### config.mk
export PLATFORM = sky130hd
export DESIGN_NAME = empty_ptr_storage
export DESIGN_NICKNAME = d
export VERILOG_FILES = /design/src/rtl/empty_ptr_storage.sv
export SDC_FILE = /design/constraint.sdc
export NUM_CORES = 1
export LEC_CHECK = 0
export ABC_AREA = 1
export BUFFER_PORTS_ARGS = -buffer_cell sky130_fd_sc_hd__buf_2
export CORE_MARGIN = 1
export CORE_UTILIZATION = 50
export DETAILED_ROUTE_END_ITERATION = 8
export GPL_TIMING_DRIVEN = 0
export HOLD_SLACK_MARGIN = 0.05
export PLACE_DENSITY = 0.69
export SKIP_LAST_GASP = 1
export SLEW_MARGIN = 20
export SYNTH_ARGS = -nofsm -noshare
export SYNTH_HDL_FRONTEND = slang
export SYNTH_SLANG_ARGS = --single-unit
### constraint.sdc
create_clock -name clk_i -period 6.35 [get_ports clk_i]
set_input_delay 0.635 -clock clk_i [delete_from_list [all_inputs] [get_ports clk_i]]
set_output_delay 0.635 -clock clk_i [all_outputs]
set_load 0.01 [all_outputs]
### src/rtl/empty_ptr_storage.sv
// empty_ptr_storage
//   Free-list of data-table addresses. After reset the block writes every
//   table address into its FIFO RAM (INIT_S). It then serves them oldest-first
//   to the insert engine through a show-ahead valid/ack port (RUN_S).
//   The delete engine returns freed addresses through add_empty_ptr_*.
//
//   Optional feature: define EMPTY_PTR_DOUBLE_FREE_CHECK_EN to add a per-address
//   is_free bitmap. A push of an address that is already free is then dropped
//   and flagged on double_free_o. Without the macro, double_free_o is tied to 0.
//
// Ports
//   clk_i                 in   clock
//   rst_n_i               in   synchronous active-low reset
//   add_empty_ptr_i       in   [A_WIDTH]   address being freed
//   add_empty_ptr_en_i    in   strobe: push add_empty_ptr_i
//   next_empty_ptr_o      out  [A_WIDTH]   oldest free address (show-ahead)
//   next_empty_ptr_val_o  out  next_empty_ptr_o is valid
//   next_empty_ptr_ack_i  in   consumer takes next_empty_ptr_o this cycle
//   init_done_o           out  initial fill complete
//   empty_o               out  no free address stored
//   free_cnt_o            out  [A_WIDTH+1] stored free addresses, 0..DEPTH
//   add_overflow_o        out  sticky: a push was dropped (full or INIT_S)
//   ack_underflow_o       out  sticky: ack seen while valid was low
//   double_free_o         out  sticky: push of an already-free address dropped
module empty_ptr_storage #(
  parameter int A_WIDTH = 3
) (
  input  logic               clk_i,
  input  logic               rst_n_i,
  input  logic [A_WIDTH-1:0] add_empty_ptr_i,
  input  logic               add_empty_ptr_en_i,
  output logic [A_WIDTH-1:0] next_empty_ptr_o,
  output logic               next_empty_ptr_val_o,
  input  logic               next_empty_ptr_ack_i,
  output logic               init_done_o,
  output logic               empty_o,
  output logic [A_WIDTH:0]   free_cnt_o,
  output logic               add_overflow_o,
  output logic               ack_underflow_o,
  output logic               double_free_o
);

  localparam int DEPTH = 2**A_WIDTH;
  localparam logic [A_WIDTH:0] DEPTH_C = (A_WIDTH+1)'(DEPTH);

  localparam logic [0:0] INIT_S = 1'b0;
  localparam logic [0:0] RUN_S  = 1'b1;

  logic [0:0]         state_reg;
  logic [A_WIDTH:0]   init_cnt_reg;
  logic [A_WIDTH-1:0] rd_ptr_reg, rd_ptr_next;
  logic [A_WIDTH-1:0] wr_ptr_reg;
  logic [A_WIDTH:0]   free_cnt_reg, free_cnt_next;
  logic [A_WIDTH-1:0] rd_data_reg;
  logic               val_reg, init_done_reg, empty_reg;
  logic               overflow_reg, underflow_reg;

  logic [A_WIDTH-1:0] mem [DEPTH];

  logic               run, last_init, pop_acc, push_acc, room, dfree_hit;
  logic               we;
  logic [A_WIDTH-1:0] waddr, wdata;

  always_comb begin
    run         = (state_reg == RUN_S);
    last_init   = !run && (init_cnt_reg == DEPTH_C - 1'b1);
    pop_acc     = run && next_empty_ptr_ack_i && val_reg;
    // Fullness is judged after this cycle's pop, so a push alongside a pop
    // into a full FIFO still fits.
    room        = (free_cnt_reg != DEPTH_C) || pop_acc;
    push_acc    = run && add_empty_ptr_en_i && room && !dfree_hit;
    rd_ptr_next = rd_ptr_reg + A_WIDTH'(pop_acc);
    free_cnt_next = free_cnt_reg + (A_WIDTH+1)'(push_acc) - (A_WIDTH+1)'(pop_acc);
    // Single write port shared by the init fill and run-time pushes.
    we    = !run || push_acc;
    waddr = run ? wr_ptr_reg      : init_cnt_reg[A_WIDTH-1:0];
    wdata = run ? add_empty_ptr_i : init_cnt_reg[A_WIDTH-1:0];
  end

  // RAM: no reset on the array; the read register always tracks the head
  // (post-pop) and forwards the write data when addresses collide.
  always_ff @(posedge clk_i) begin
    if (we) mem[waddr] <= wdata;
  end

  always_ff @(posedge clk_i) begin
    if (!rst_n_i) begin
      rd_data_reg <= '0;
    end else if (we && (waddr == rd_ptr_next)) begin
      rd_data_reg <= wdata;
    end else begin
      rd_data_reg <= mem[rd_ptr_next];
    end
  end

  always_ff @(posedge clk_i) begin
    if (!rst_n_i) begin
      state_reg     <= INIT_S;
      init_cnt_reg  <= '0;
      rd_ptr_reg    <= '0;
      wr_ptr_reg    <= '0;
      free_cnt_reg  <= '0;
      val_reg       <= 1'b0;
      init_done_reg <= 1'b0;
      empty_reg     <= 1'b1;
      overflow_reg  <= 1'b0;
      underflow_reg <= 1'b0;
    end else begin
      if (!run) begin
        init_cnt_reg <= init_cnt_reg + 1'b1;
        val_reg      <= 1'b0;
        if (last_init) begin
          state_reg     <= RUN_S;
          wr_ptr_reg    <= '0;
          rd_ptr_reg    <= '0;
          free_cnt_reg  <= DEPTH_C;
          empty_reg     <= 1'b0;
          init_done_reg <= 1'b1;
        end
      end else begin
        rd_ptr_reg   <= rd_ptr_next;
        if (push_acc) wr_ptr_reg <= wr_ptr_reg + 1'b1;
        free_cnt_reg <= free_cnt_next;
        empty_reg    <= (free_cnt_next == '0);
        // Valid drops for one cycle after a pop while the RAM re-reads the
        // new head; it is qualified by the registered count, so a push into
        // an empty FIFO shows up two cycles later.
        val_reg      <= (free_cnt_reg != '0) && !pop_acc;
      end
      if (add_empty_ptr_en_i && !push_acc && !dfree_hit) overflow_reg <= 1'b1;
      if (next_empty_ptr_ack_i && !val_reg) underflow_reg <= 1'b1;
    end
  end

`ifdef EMPTY_PTR_DOUBLE_FREE_CHECK_EN
  logic [DEPTH-1:0] is_free_reg;
  logic             dfree_reg;

  assign dfree_hit = run && add_empty_ptr_en_i && is_free_reg[add_empty_ptr_i];

  // A push and a pop of the same address in one cycle cannot both be
  // accepted (the head is free, so that push is a double free).
  for (genvar gi = 0; gi < DEPTH; gi++) begin : g_is_free
    always_ff @(posedge clk_i) begin
      if (!rst_n_i) begin
        is_free_reg[gi] <= 1'b0;
      end else if (!run && (init_cnt_reg[A_WIDTH-1:0] == A_WIDTH'(gi))) begin
        is_free_reg[gi] <= 1'b1;
      end else if (push_acc && (add_empty_ptr_i == A_WIDTH'(gi))) begin
        is_free_reg[gi] <= 1'b1;
      end else if (pop_acc && (rd_data_reg == A_WIDTH'(gi))) begin
        is_free_reg[gi] <= 1'b0;
      end
    end
  end

  always_ff @(posedge clk_i) begin
    if (!rst_n_i) dfree_reg <= 1'b0;
    else if (dfree_hit) dfree_reg <= 1'b1;
  end

  assign double_free_o = dfree_reg;
`else
  assign dfree_hit     = 1'b0;
  assign double_free_o = 1'b0;
`endif

  assign next_empty_ptr_o     = rd_data_reg;
  assign next_empty_ptr_val_o = val_reg;
  assign init_done_o          = init_done_reg;
  assign empty_o              = empty_reg;
  assign free_cnt_o           = free_cnt_reg;
  assign add_overflow_o       = overflow_reg;
  assign ack_underflow_o      = underflow_reg;

endmodule
# After elaboration in Yosys (flattened, before gate mapping)
# Memories as Yosys holds them, arrays and structs flattened. A register that Yosys moved wholly into a read port is not among the register bits.
# Cells that the tools add are included.
[totals]
n_memories = 1
input_bits = 7
ramBits = 24
output_inout_bits = 13
wordCells = 55
register_bits = 20
[classes]
n_bitwise = 1
n_reduce_logical = 21
n_addsub = 5
n_eq_ne = 3
mux = 14
[memory_table]
columns = ["memory", "words", "word_bits", "read_ports", "rd_ports_with_merged_regs", "wr", "line_no", "rtl"]
rows = [
  ["mem", 8, 3, 1, 1, 1, "58", "logic [A_WIDTH-1:0] mem [DEPTH];"],
]
[ops]
columns = ["op", "count"]
rows = [
  ["$mux 3", 6],
  ["$logic_and 1x1->1", 8],
  ["$mux 4", 2],
  ["$mux 1", 6],
  ["$reduce_and 2->1", 3],
  ["$logic_not 1->1", 5],
  ["$add 4x1->4", 1],
  ["$add 4x1->4 const B", 1],
  ["$eq 4x3->1 const B", 1],
  ["$logic_not 4->1", 1],
  ["$ne 4x4->1 const B", 1],
  ["$reduce_bool 4->1", 1],
  ["$sub 4x1->4", 1],
  ["$add 3x1->3", 1],
  ["$add 3x1->3 const B", 1],
  ["$logic_or 1x1->1", 2],
  ["$ne 2x1->1 const B", 1],
  ["$reduce_bool 2->1", 1],
  ["$not 1->1", 1],
]

# Logic depth before layout (Yosys ltp)
# Gate-level depths: netlist of run 1.
[logic_depth]
word_depth = 8
depth_mapped = 14

# Least setup slack after synthesis of run 1
# Ideal clock, no wire load.
[synth_path]
path_type = "input -> register"
start = "input next_empty_ptr_ack_i"
end = "register empty_reg (netlist: empty_o)"
stages = 10
required_ps = 6280
setup_ps = 70
arrival_time_ps = 2248
path_slack_ps = 4031
cell_sequence = "nand3_4 -> nor2_1 -> inv_1 -> nand2_1 -> ha_1 -> inv_1 -> fa_1 -> xnor2_1 -> or3b_2 -> o21bai_1"
[synth_between]
elab_chain_len = 8
[synth_rtl]
columns = ["element", "line_no", "rtl"]
rows = [
  ["from (decl)", "34", "input logic next_empty_ptr_ack_i,"],
  ["$logic_and 1x1->1 * (2 in a row)", "67", "pop_acc = run && next_empty_ptr_ack_i && val_reg;"],
  ["$logic_or 1x1->1", "70", "room = (free_cnt_reg != DEPTH_C) || pop_acc;"],
  ["$logic_and 1x1->1", "71", "push_acc = run && add_empty_ptr_en_i && room && !dfree_hit;"],
  ["$add 4x1->4", "73", "free_cnt_next = free_cnt_reg + (A_WIDTH+1)'(push_acc) - (A_WIDTH+1)'(pop_acc);"],
  ["$sub 4x1->4 *", "73", ""],
  ["$logic_not 4->1 *", "124", "empty_reg <= (free_cnt_next == '0);"],
  ["$mux 1 *", "109", "if (!run) begin"],
  ["to (signal assigned)", "124", ""],
  ["to (decl)", "55", "logic val_reg, init_done_reg, empty_reg;"],
]
# Every way passes the cells marked *; elsewhere a longest branch is shown, timed or not.
# A chain may end at the register's enable or synchronous reset.

# Worst setup path after layout of run 1
[layout_path]
start = "register state_reg (netlist: run)"
end = "register empty_reg (netlist: empty_o)"
[layout_between]
elab_chain_len = 8
elab_cells_between_ends = 12
[layout_rtl]
columns = ["element", "line_no", "rtl"]
rows = [
  ["from (decl)", "49", "logic [0:0] state_reg;"],
  ["from (signal assigned)", "98", "state_reg <= INIT_S;"],
  ["from (signal assigned)", "113", "state_reg <= RUN_S;"],
  ["$logic_and 1x1->1 (2 in a row)", "67", ""],
  ["$logic_or 1x1->1", "70", ""],
  ["$logic_and 1x1->1", "71", ""],
  ["$add 4x1->4", "73", ""],
  ["$sub 4x1->4", "73", ""],
  ["$logic_not 4->1", "124", ""],
  ["$mux 1", "109", ""],
]
# Several ways; a longest one is shown, not always the timed one.

==> qor.csv, run 1 <==
metric,value,unit
cts_buffers,5,
grt_pass1_wl,7.48,mm
antenna_found_initial,0,
cts_setup_buffers,0,
ys_seq_area_share,51.0,%
tns,0,ns
fin_area,2560,sq um
numClockSinks,47,
syn_avg_cell_area,8.71,sq um
clkPwrFrac,30.2,%
core,4410,sq um
combinationalPowerShare,11.0,%
status,completed,
drt-pass1-iter-count,4,
dpl-instance-area,2470,sq um
synth_cell_types,31,
die_h,70.1,um
largest_register_ffs,24,
wl,4.51,mm
cts-root-buf,clkbuf_8,
drcViolationCount,0,
hold_depth,2,
drive_gt1_share,17.8,%
grt.overflow.total,0,
fin_crit,2.41,ns
skew,0.00849,ns
critPathArrivalTime,2.64,ns
cp_data_required_time,6.58,ns
fp-row-count,24,
drtIter0Drc,64,
wl_met1,2.12,mm
total_power,0.000583,W
syn_area,2320,sq um
p_leak,1.15,nW
finalWorstSetupSlack,3.94,ns
area.growth.synth_to_final,10.5,%
clk_pin_slew_worst_paths,0.09,ns
nets,308,
hold_class,reg2reg,
swShare,25.1,%
num_antenna_cells,0,
critical_path_peak_fanout,10,
post-place-ws,3.73,ns
cap_violations,0,
tightestPinTransition,0.510,ns
cts_max_level,2,
insertion_delay,0.30,ns
cts_hold_buf,0,
ant_nets,0,
p_sw,0.000146,W
cts_tree,done,
finalSetupViolCount,0,
start_util,52.5,%
die_area,4910,sq um
power_density,227,nW/um^2
track_usage,19.8,%
setup.worst_path.class,reg2reg,
highest_layer,met4,
report.final.slew_viol_count,0,
power_frac_seq,58.8,%
cp-end-kind,flop,
grt_max_degree,16,
peakVddDrop,142,uV
io_buffers,18,
finalWeightedCongestion,0.816,
fin_crit_sh,37.9,%
num-fill-cells,418,
clk_path_buf_depth,2,
grt_pass1_vias,1667,
synth_nets,283,
ys_ff_latch,47,
io_pins,20,
hold_viol,0,
vias,1799,
rsz0062_at_grt,no,
cts_resized,0,
met2_wirelength,2.09,mm
fmax,415,MHz
via_per_inst,5.23,
synth_cells,266,
synth_warnings,0,
max_slew_margin,66.0,%
post_drt_wl_per_cell,13.1,um
r2r_slack,3.94,ns
hpwl,3.41,mm
r2r_cells,10,
start_kind,flop,
routed-wl-met3,244,um
internal_power,0.000436,W
die_w,70.1,um
-- placed cells by master (no fill, tap or decap), types with 3 or more instances in the layout --
| cell type | n |
|---|---|
| dfxtp_1 | 23 |
| o21a_1 | 3 |
| ha_1 | 9 |
| inv_2 | 5 |
| a21oi_1 | 13 |
| edfxtp_1 | 24 |
| clkbuf_8 | 5 |
| nand2_1 | 67 |
| nand4_1 | 5 |
| nand3_2 | 3 |
| nor3_1 | 5 |
| o21ai_0 | 4 |
| buf_4 | 4 |
| nand2_2 | 9 |
| nand3_1 | 26 |
| buf_2 | 19 |
| inv_1 | 29 |
| nor2_1 | 18 |
-- cell type report --
| cell class | instances | area, sq um | area share (%) |
|---|---|---|---|
| multi-input cells | 176 | 943 | 36.8 |
| plain buffers | 9 | 65.1 | 2.54 |
| clock inverters | 3 | 20.0 | 0.782 |
| flip-flops and latches | 47 | 1180 | 46.1 |
| clock buffers | 5 | 68.8 | 2.69 |
| inverters | 34 | 128 | 4.98 |
| well taps | 52 | 65.1 | 2.54 |
| repair buffers | 18 | 90.1 | 3.52 |
-- cells in the mapped netlist --
cell type / n / share of area (%)
a31oi_1: 1 / 0.27
a211oi_1: 2 / 0.65
o21ai_0: 4 / 0.86
fa_1: 1 / 0.86
nor2_4: 1 / 0.49
clkbuf_1: 2 / 0.32
nand2_1: 67 / 11
or3b_2: 1 / 0.38
dfxtp_1: 23 / 20
conb_1: 1 / 0.16
nand4_1: 5 / 1.3
xor2_1: 1 / 0.38
nor4_1: 1 / 0.27
buf_4: 4 / 1.3
ha_1: 9 / 4.9
o32ai_1: 2 / 0.76
nor2_1: 18 / 2.9
nand3_1: 26 / 5.6
inv_1: 29 / 4.7
inv_2: 5 / 0.81
buf_6: 2 / 0.97
nand3_2: 3 / 1.3
nand2_2: 9 / 2.4
nand3_4: 1 / 0.76
o21bai_1: 1 / 0.32
a21oi_1: 13 / 2.8
o21a_1: 3 / 0.97
xnor2_1: 1 / 0.38
nor3_1: 5 / 1.1
buf_2: 1 / 0.22
edfxtp_1: 24 / 31
-- kinds of logic after synthesis --
| logic type | share of synthesized area (%) |
|---|---|
| buf+inv | 8.32 |
| compound gates | 6.64 |
| flops | 51.0 |
| fa+ha+maj | 5.72 |
| xor+xnor | 0.756 |
| other cells | 0.162 |
| simple gates | 27.4 |
-- worst max-delay path: stages, from the launching register on --
cell      delay (ns)
dfxtp_1         0.38
buf_6           0.18
nand3_4         0.09
nor2_1          0.19
inv_1           0.10
nand2_1         0.08
ha_1            0.15
inv_1           0.05
fa_1            0.51
or3b_2          0.45
o21bai_1        0.16
-- through the flow --
stage / utilization, % / instances / hold WS (ns)
2_1_floorplan: - / 266 / 0.460
3_3_place_gp: 56.0 / 336 / 0.446
3_5_place_dp: 56.0 / 336 / 0.453
4_1_cts: 58.0 / 344 / 0.473
5_1_grt: 58.0 / 344 / 0.506
6_report: 58.0 / 344 / 0.464
-- layer usage --
metal	track usage [%]	vias to the layer above
li1	-	924
met4	6.00	0
met1	27.1	831
met3	4.91	6
met5	0	-
met2	31.1	38
-- worst paths after layout --
path,from,endpoint
worst min register to register,ack_underflow_o$_SDFFE_PN0P_,ack_underflow_o$_SDFFE_PN0P_
worst max-delay path,run$_SDFF_PN0_,empty_o$_SDFFE_PN1P_
worst max register to register,run$_SDFF_PN0_,empty_o$_SDFFE_PN1P_
worst min-delay path,ack_underflow_o$_SDFFE_PN0P_,ack_underflow_o$_SDFFE_PN0P_
-- power groups by stage --
stage	combinational [W]	sequential, W	clock, W
2_1_floorplan	0.0000434	0.000351	0
3_3_place_gp	0.0000630	0.000349	0
3_5_place_dp	0.0000642	0.000350	0
4_1_cts	0.0000644	0.000342	0.000180
5_1_grt	0.0000731	0.000344	0.000194
6_report	0.0000643	0.000342	0.000176
(Power assumes the default switching activity.)
==> run 2: changes to the inputs <==
--- a/config.mk
+++ b/config.mk
@@ -12,7 +12,7 @@
 export DETAILED_ROUTE_END_ITERATION = 8
 export GPL_TIMING_DRIVEN = 0
 export HOLD_SLACK_MARGIN = 0.05
-export PLACE_DENSITY = 0.69
+export PLACE_DENSITY = 0.71
 export SKIP_LAST_GASP = 1
 export SLEW_MARGIN = 20
 export SYNTH_ARGS = -nofsm -noshare
==> constraint.sdc (replaced) <==
create_clock -name clk_i -period 2.1 [get_ports clk_i]
set_input_delay 0.21 -clock clk_i [delete_from_list [all_inputs] [get_ports clk_i]]
set_output_delay 0.21 -clock clk_i [all_outputs]
set_load 0.01 [all_outputs]
==> qor.csv, run 2 (synthesis results as in run 1) <==
metric,value,unit
r2r_start,free_cnt_o[2]$_SDFFE_PN0P_,
p_sw,0.000466,W
core,4410,sq um
critPathBufInv,2,
drtIter0Drc,106,
grt.overflow.total,0,
finalWorstSetupSlack,0.00986,ns
track_usage,20.8,%
numClockSinks,47,
final_common_cell,nand2_1,
critPathArrivalTime,2.33,ns
combinationalPowerShare,10.3,%
num_antenna_cells,0,
finalWeightedCongestion,0.802,
r2r_slack,0.01,ns
power_density,709,nW/um^2
layout_common_cells,"66 x nand2_1, 26 x inv_1, 25 x nand3_1, 24 x edfxtp_1",
post-place-ws,-0.173,ns
ant_nets,0,
cts-root-buf,clkbuf_8,
crit_family,adder cells,
drt-pass1-iter-count,4,
setup.worst_path.class,reg2reg,
insertion_delay,0.31,ns
clkPwrFrac,35.6,%
drcViolationCount,0,
critical_path_peak_fanout,3,
cts_buffers,5,
die_h,70.1,um
clk_path_buf_depth,2,
max_slew_margin,65.7,%
peakVddDrop,407,uV
holdPathEnd,ack_underflow_o$_SDFFE_PN0P_,
num-fill-cells,375,
dp_cells,336,
tightestPinTransition,0.515,ns
r2r_cells,10,
fin_crit_sh,99.5,%
vias,1837,
finalSetupViolCount,0,
fp-row-count,24,
wl,4.74,mm
hold_start,next_empty_ptr_ack_i,
status,completed,
cpMaxStageDelayCell,fa_2,
grt_pass1_vias,1689,
die_w,70.1,um
fin_crit,2.09,ns
nets,316,
skew,0.0118,ns
cts_tree,done,
largest_register_ffs,24,
io_pins,20,
cap_violations,0,
fmax,478,MHz
antenna_found_initial,0,
post_drt_wl_per_cell,13.5,um
report.final.slew_viol_count,0,
reg2reg_to,empty_o$_SDFFE_PN1P_,
tns,0,ns
hold_class,in2reg,
io_buffers,18,
start_kind,flop,
grt_pass1_wl,7.88,mm
start_util,52.5,%
grt_max_degree,17,
rsz0062_at_grt,yes,
cp_common_cell,nand3_2,
internal_power,0.00145,W
cp_data_required_time,2.34,ns
crit_path_max_incr_delay,0.53,ns
drive_gt1_share,25.0,%
p_leak,1.19,nW
hold_viol,0,
die_area,4910,sq um
area.growth.synth_to_final,16.3,%
clk_pin_slew_worst_paths,0.09,ns
swShare,24.4,%
cts_max_level,2,
stdcell_count,352,
crit_chain,inv_4 -> ha_4 -> nand3_2 -> nand3_2 -> nand2_1 -> ha_2 -> inv_2 -> fa_2 -> or3b_4 -> o21bai_1,
power_frac_seq,54.1,%
cp-end-kind,flop,
via_per_inst,5.22,
whs,0.187,ns
hold_depth,3,
hpwl,3.33,mm
[run 2: worst register-to-register path, stage by stage, from the launching register on]
cell      delay [ns]
dfxtp_2         0.37
inv_4           0.05
ha_4            0.15
nand3_2         0.08
nand3_2         0.06
nand2_1         0.07
ha_2            0.18
inv_2           0.04
fa_2            0.53
or3b_4          0.37
o21bai_1        0.14
[run 2: metrics by stage]
step                area, sq um  util (%)  total power (W)
floorplan                  2330         -          0.00119
global route               2700      61.1          0.00200
detailed placement         2480      56.2          0.00125
CTS                        2670      60.5          0.00193
finish                     2700      61.1          0.00191
global placement           2480      56.2          0.00125
[run 2: worst max-delay path by stage]
stage          cells past startpoint  slack (ns)                        from              endpoint
6_report                          10        0.01  free_cnt_o[2]$_SDFFE_PN0P_  empty_o$_SDFFE_PN1P_
5_1_grt                           10       -0.12  free_cnt_o[2]$_SDFFE_PN0P_  empty_o$_SDFFE_PN1P_
3_5_place_dp                      10       -0.17              run$_SDFF_PN0_  empty_o$_SDFFE_PN1P_
3_3_place_gp                      10       -0.15              run$_SDFF_PN0_  empty_o$_SDFFE_PN1P_
2_1_floorplan                     11      0.0004  free_cnt_o[2]$_SDFFE_PN0P_  empty_o$_SDFFE_PN1P_
4_1_cts                           10       -0.02              run$_SDFF_PN0_  empty_o$_SDFFE_PN1P_
[run 2: repair_timing]
action / CTS / global route
endpoints found under the setup margin: 1 / 4
resized for setup: 9 / 7
hold buffers: 0 / 0
buffers inserted: 6 / 3
pin swaps: 5 / 6
[run 2: final cells by class]
cell class	instances	area, sq um	share of cell area, %
plain buffers	8	57.6	2.14
clock buffers	5	68.8	2.55
clock inverters	3	46.3	1.72
inverters	34	130	4.83
multi-input cells	176	981	36.4
flip-flops and latches	47	1190	44.1
well taps	52	65.1	2.41
repair buffers	27	158	5.85
[run 2: power by group through the flow]
| stage | combinational [W] | sequential, W | clock [W] |
|---|---|---|---|
| finish | 0.000196 | 0.00103 | 0.000681 |
| global route | 0.000221 | 0.00104 | 0.000738 |
| CTS | 0.000196 | 0.00104 | 0.000696 |
| detailed placement | 0.000193 | 0.00106 | 0 |
| global placement | 0.000191 | 0.00106 | 0 |
| floorplan | 0.000131 | 0.00106 | 0 |
[run 2: per-layer routing]
metal  vias to the layer above  GRT usage [%]  part of all wire (%)
li1                        936              -                     -
met1                       845           27.2                    45
met2                        48           33.3                    49
met3                         8           4.91                   4.1
met4                         0           8.22                   1.6
met5                         -              0                     0
==> run 3: changes to the inputs <==
--- a/config.mk
+++ b/config.mk
@@ -5,12 +5,10 @@
 export SDC_FILE = /design/constraint.sdc
 export NUM_CORES = 1
 export LEC_CHECK = 0
-export ABC_AREA = 1
 export BUFFER_PORTS_ARGS = -buffer_cell sky130_fd_sc_hd__buf_2
 export CORE_MARGIN = 1
 export CORE_UTILIZATION = 50
 export DETAILED_ROUTE_END_ITERATION = 8
-export GPL_TIMING_DRIVEN = 0
 export HOLD_SLACK_MARGIN = 0.05
 export PLACE_DENSITY = 0.71
 export SKIP_LAST_GASP = 1
==> qor.csv, run 3 <==
metric,value,unit
status,completed,
yosys.area.top_type,edfxtp_1,
synth_warnings,0,
routed-wl-met3,244,um
highest_layer,met4,
drive_gt1_share,27.8,%
max_slew_margin,61.6,%
grt.overflow.total,0,
cp_data_required_time,2.35,ns
crit_family,adder cells,
largest_register_ffs,24,
total_power,0.00190,W
fin_crit_sh,97.4,%
core,4380,sq um
async_reset_ff_share,0,%
cpMaxStageDelayCell,fa_2,
antenna_found_initial,0,
synth-edff-count,24,
synth_nets,222,
die_h,69.7,um
drtIter0Drc,111,
start_util,52.2,%
layout_common_cells,"33 x nor2_1, 24 x edfxtp_1, 18 x dfxtp_1, 18 x buf_2, 16 x nand2_1",
skew,0.0133,ns
area.growth.synth_to_final,17.9,%
vias,1547,
clk_pin_slew_worst_paths,0.09,ns
finalSetupViolCount,0,
hold_class,in2reg,
die_area,4850,sq um
grt_pass1_vias,1512,
io_pins,20,
drcViolationCount,0,
yosys.area.top_type_share,31.5,%
crit_chain,inv_2 -> ha_4 -> a31oi_4 -> a31o_2 -> ha_2 -> inv_1 -> fa_2 -> mux2_2 -> nor2_1,
cts-root-buf,clkbuf_8,
synth_cells,205,
syn_area,2290,sq um
insertion_delay,0.31,ns
post-place-ws,-0.0749,ns
numClockSinks,47,
stdcell_count,286,
syn_avg_cell_area,11.2,sq um
dp_cells,275,
track_usage,20.3,%
finalWeightedCongestion,0.739,
rsz0062_at_grt,yes,
synth_most_common_cell,nor2_1,
drt-pass1-iter-count,4,
wl_met1,2.11,mm
tightestPinTransition,0.574,ns
ys_ff_latch,47,
wl,4.56,mm
ant_nets,0,
setup.worst_path.class,reg2reg,
clk_path_buf_depth,2,
hold_viol,0,
ys_seq_area_share,51.6,%
peakVddDrop,366,uV
num-fill-cells,349,
synth_commonest_cells,"34 x nor2_1, 24 x edfxtp_1, 23 x dfxtp_1",
cts_buffers,5,
synth_area_leaders,"edfxtp_1 31%, dfxtp_1 20%, mux4_1 6.9%",
critPathArrivalTime,2.29,ns
grt_max_degree,33,
crit_path_max_incr_delay,0.47,ns
synth_top_flop_cell,edfxtp_1,
critPathBufInv,2,
met2_wirelength,2.11,mm
cts_hold_buf,0,
report.final.slew_viol_count,0,
grt_pass1_wl,7.47,mm
fin_crit,2.05,ns
die_w,69.7,um
cap_violations,0,
cp-end-kind,flop,
final_common_cell,nor2_1,
fmax,489,MHz
via_per_inst,5.41,
hpwl,3.19,mm
num_antenna_cells,0,
post_drt_wl_per_cell,15.9,um
p_leak,1.06,nW
start_kind,flop,
nets,250,
cts_tree,done,
finalWorstSetupSlack,0.0545,ns
synth_cell_types,41,
fp-row-count,24,
cts_max_level,2,
io_buffers,18,
critical_path_peak_fanout,3,
power_density,704,nW/um^2
==> run 3: area by class of cell <==
type | count | area, sq um | area share (%)
inverter | 12 | 45.0 | 1.67
clock inverter | 3 | 46.3 | 1.72
timing repair buffer | 32 | 199 | 7.37
tap | 52 | 65.1 | 2.41
multi-input combinational | 135 | 1090 | 40.3
sequential | 47 | 1190 | 44.0
clock buffer | 5 | 68.8 | 2.55
==> run 3: final timing paths <==
check / cells past startpoint / slack (ns) / end / start
worst max-delay path: 9 / 0.05 / free_cnt_o[1]$_SDFFE_PN0P_ / free_cnt_o[2]$_SDFFE_PN0P_
worst min register to register: 2 / 0.47 / init_done_o$_SDFFE_PN0P_ / init_done_o$_SDFFE_PN0P_
worst max register to register: 9 / 0.05 / free_cnt_o[1]$_SDFFE_PN0P_ / free_cnt_o[2]$_SDFFE_PN0P_
worst min-delay path: 2 / 0.16 / empty_o$_SDFFE_PN1P_ / rst_n_i
==> run 3: report_power, final <==
| group | internal (W) | leakage, nW | switching [W] | total (W) |
|---|---|---|---|---|
| clock | 0.000359 | 0.0548 | 0.000324 | 0.000683 |
| sequential | 0.00102 | 0.416 | 0.0000213 | 0.00104 |
| combinational | 0.0000720 | 0.588 | 0.000103 | 0.000175 |
| total | 0.00145 | 1.06 | 0.000449 | 0.00190 |
==> run 3: logic make-up (layout without fill, tap and decap cells) <==
family / count (synthesis) / count (layout) / synth area share [%]
AND/OR/NAND/NOR: 66 / 66 / 12.4
flip-flops: 47 / 47 / 51.6
AO/OA/AOI/OAI: 33 / 33 / 10.7
buffers and inverters: 23 / 52 / 4.21
multiplexers: 15 / 15 / 10.9
adder cells (fa/ha/maj): 10 / 10 / 5.80
XOR/XNOR: 10 / 10 / 4.16
other: 1 / 1 / 0.164
==> run 3: per-layer routing <==
metal  vias to the layer above  track usage [%]
met5                         -                0
met2                        48             30.6
met4                         0             10.0
met1                       713             27.8
li1                        775                -
met3                        11             4.36
==> run 3: timing repair <==
action / in CTS / in global routing
pin swaps: 3 / 5
endpoints found under the setup margin: 6 / 6
cloned: 0 / 0
hold endpoints to repair: 0 / 0
gates resized for setup: 7 / 13
setup buffers: 0 / 3
==> run 3: stage by stage <==
step           util (%)  setup TNS, ns  hold slack [ns]  instance area (sq um)
2_1_floorplan         -              0            0.299                   2300
3_3_place_gp       56.7              0            0.446                   2480
3_5_place_dp       56.7         -0.203            0.457                   2480
4_1_cts            60.1       -0.00756            0.155                   2640
5_1_grt            61.5        -0.0671            0.165                   2700
6_report           61.5              0            0.158                   2700
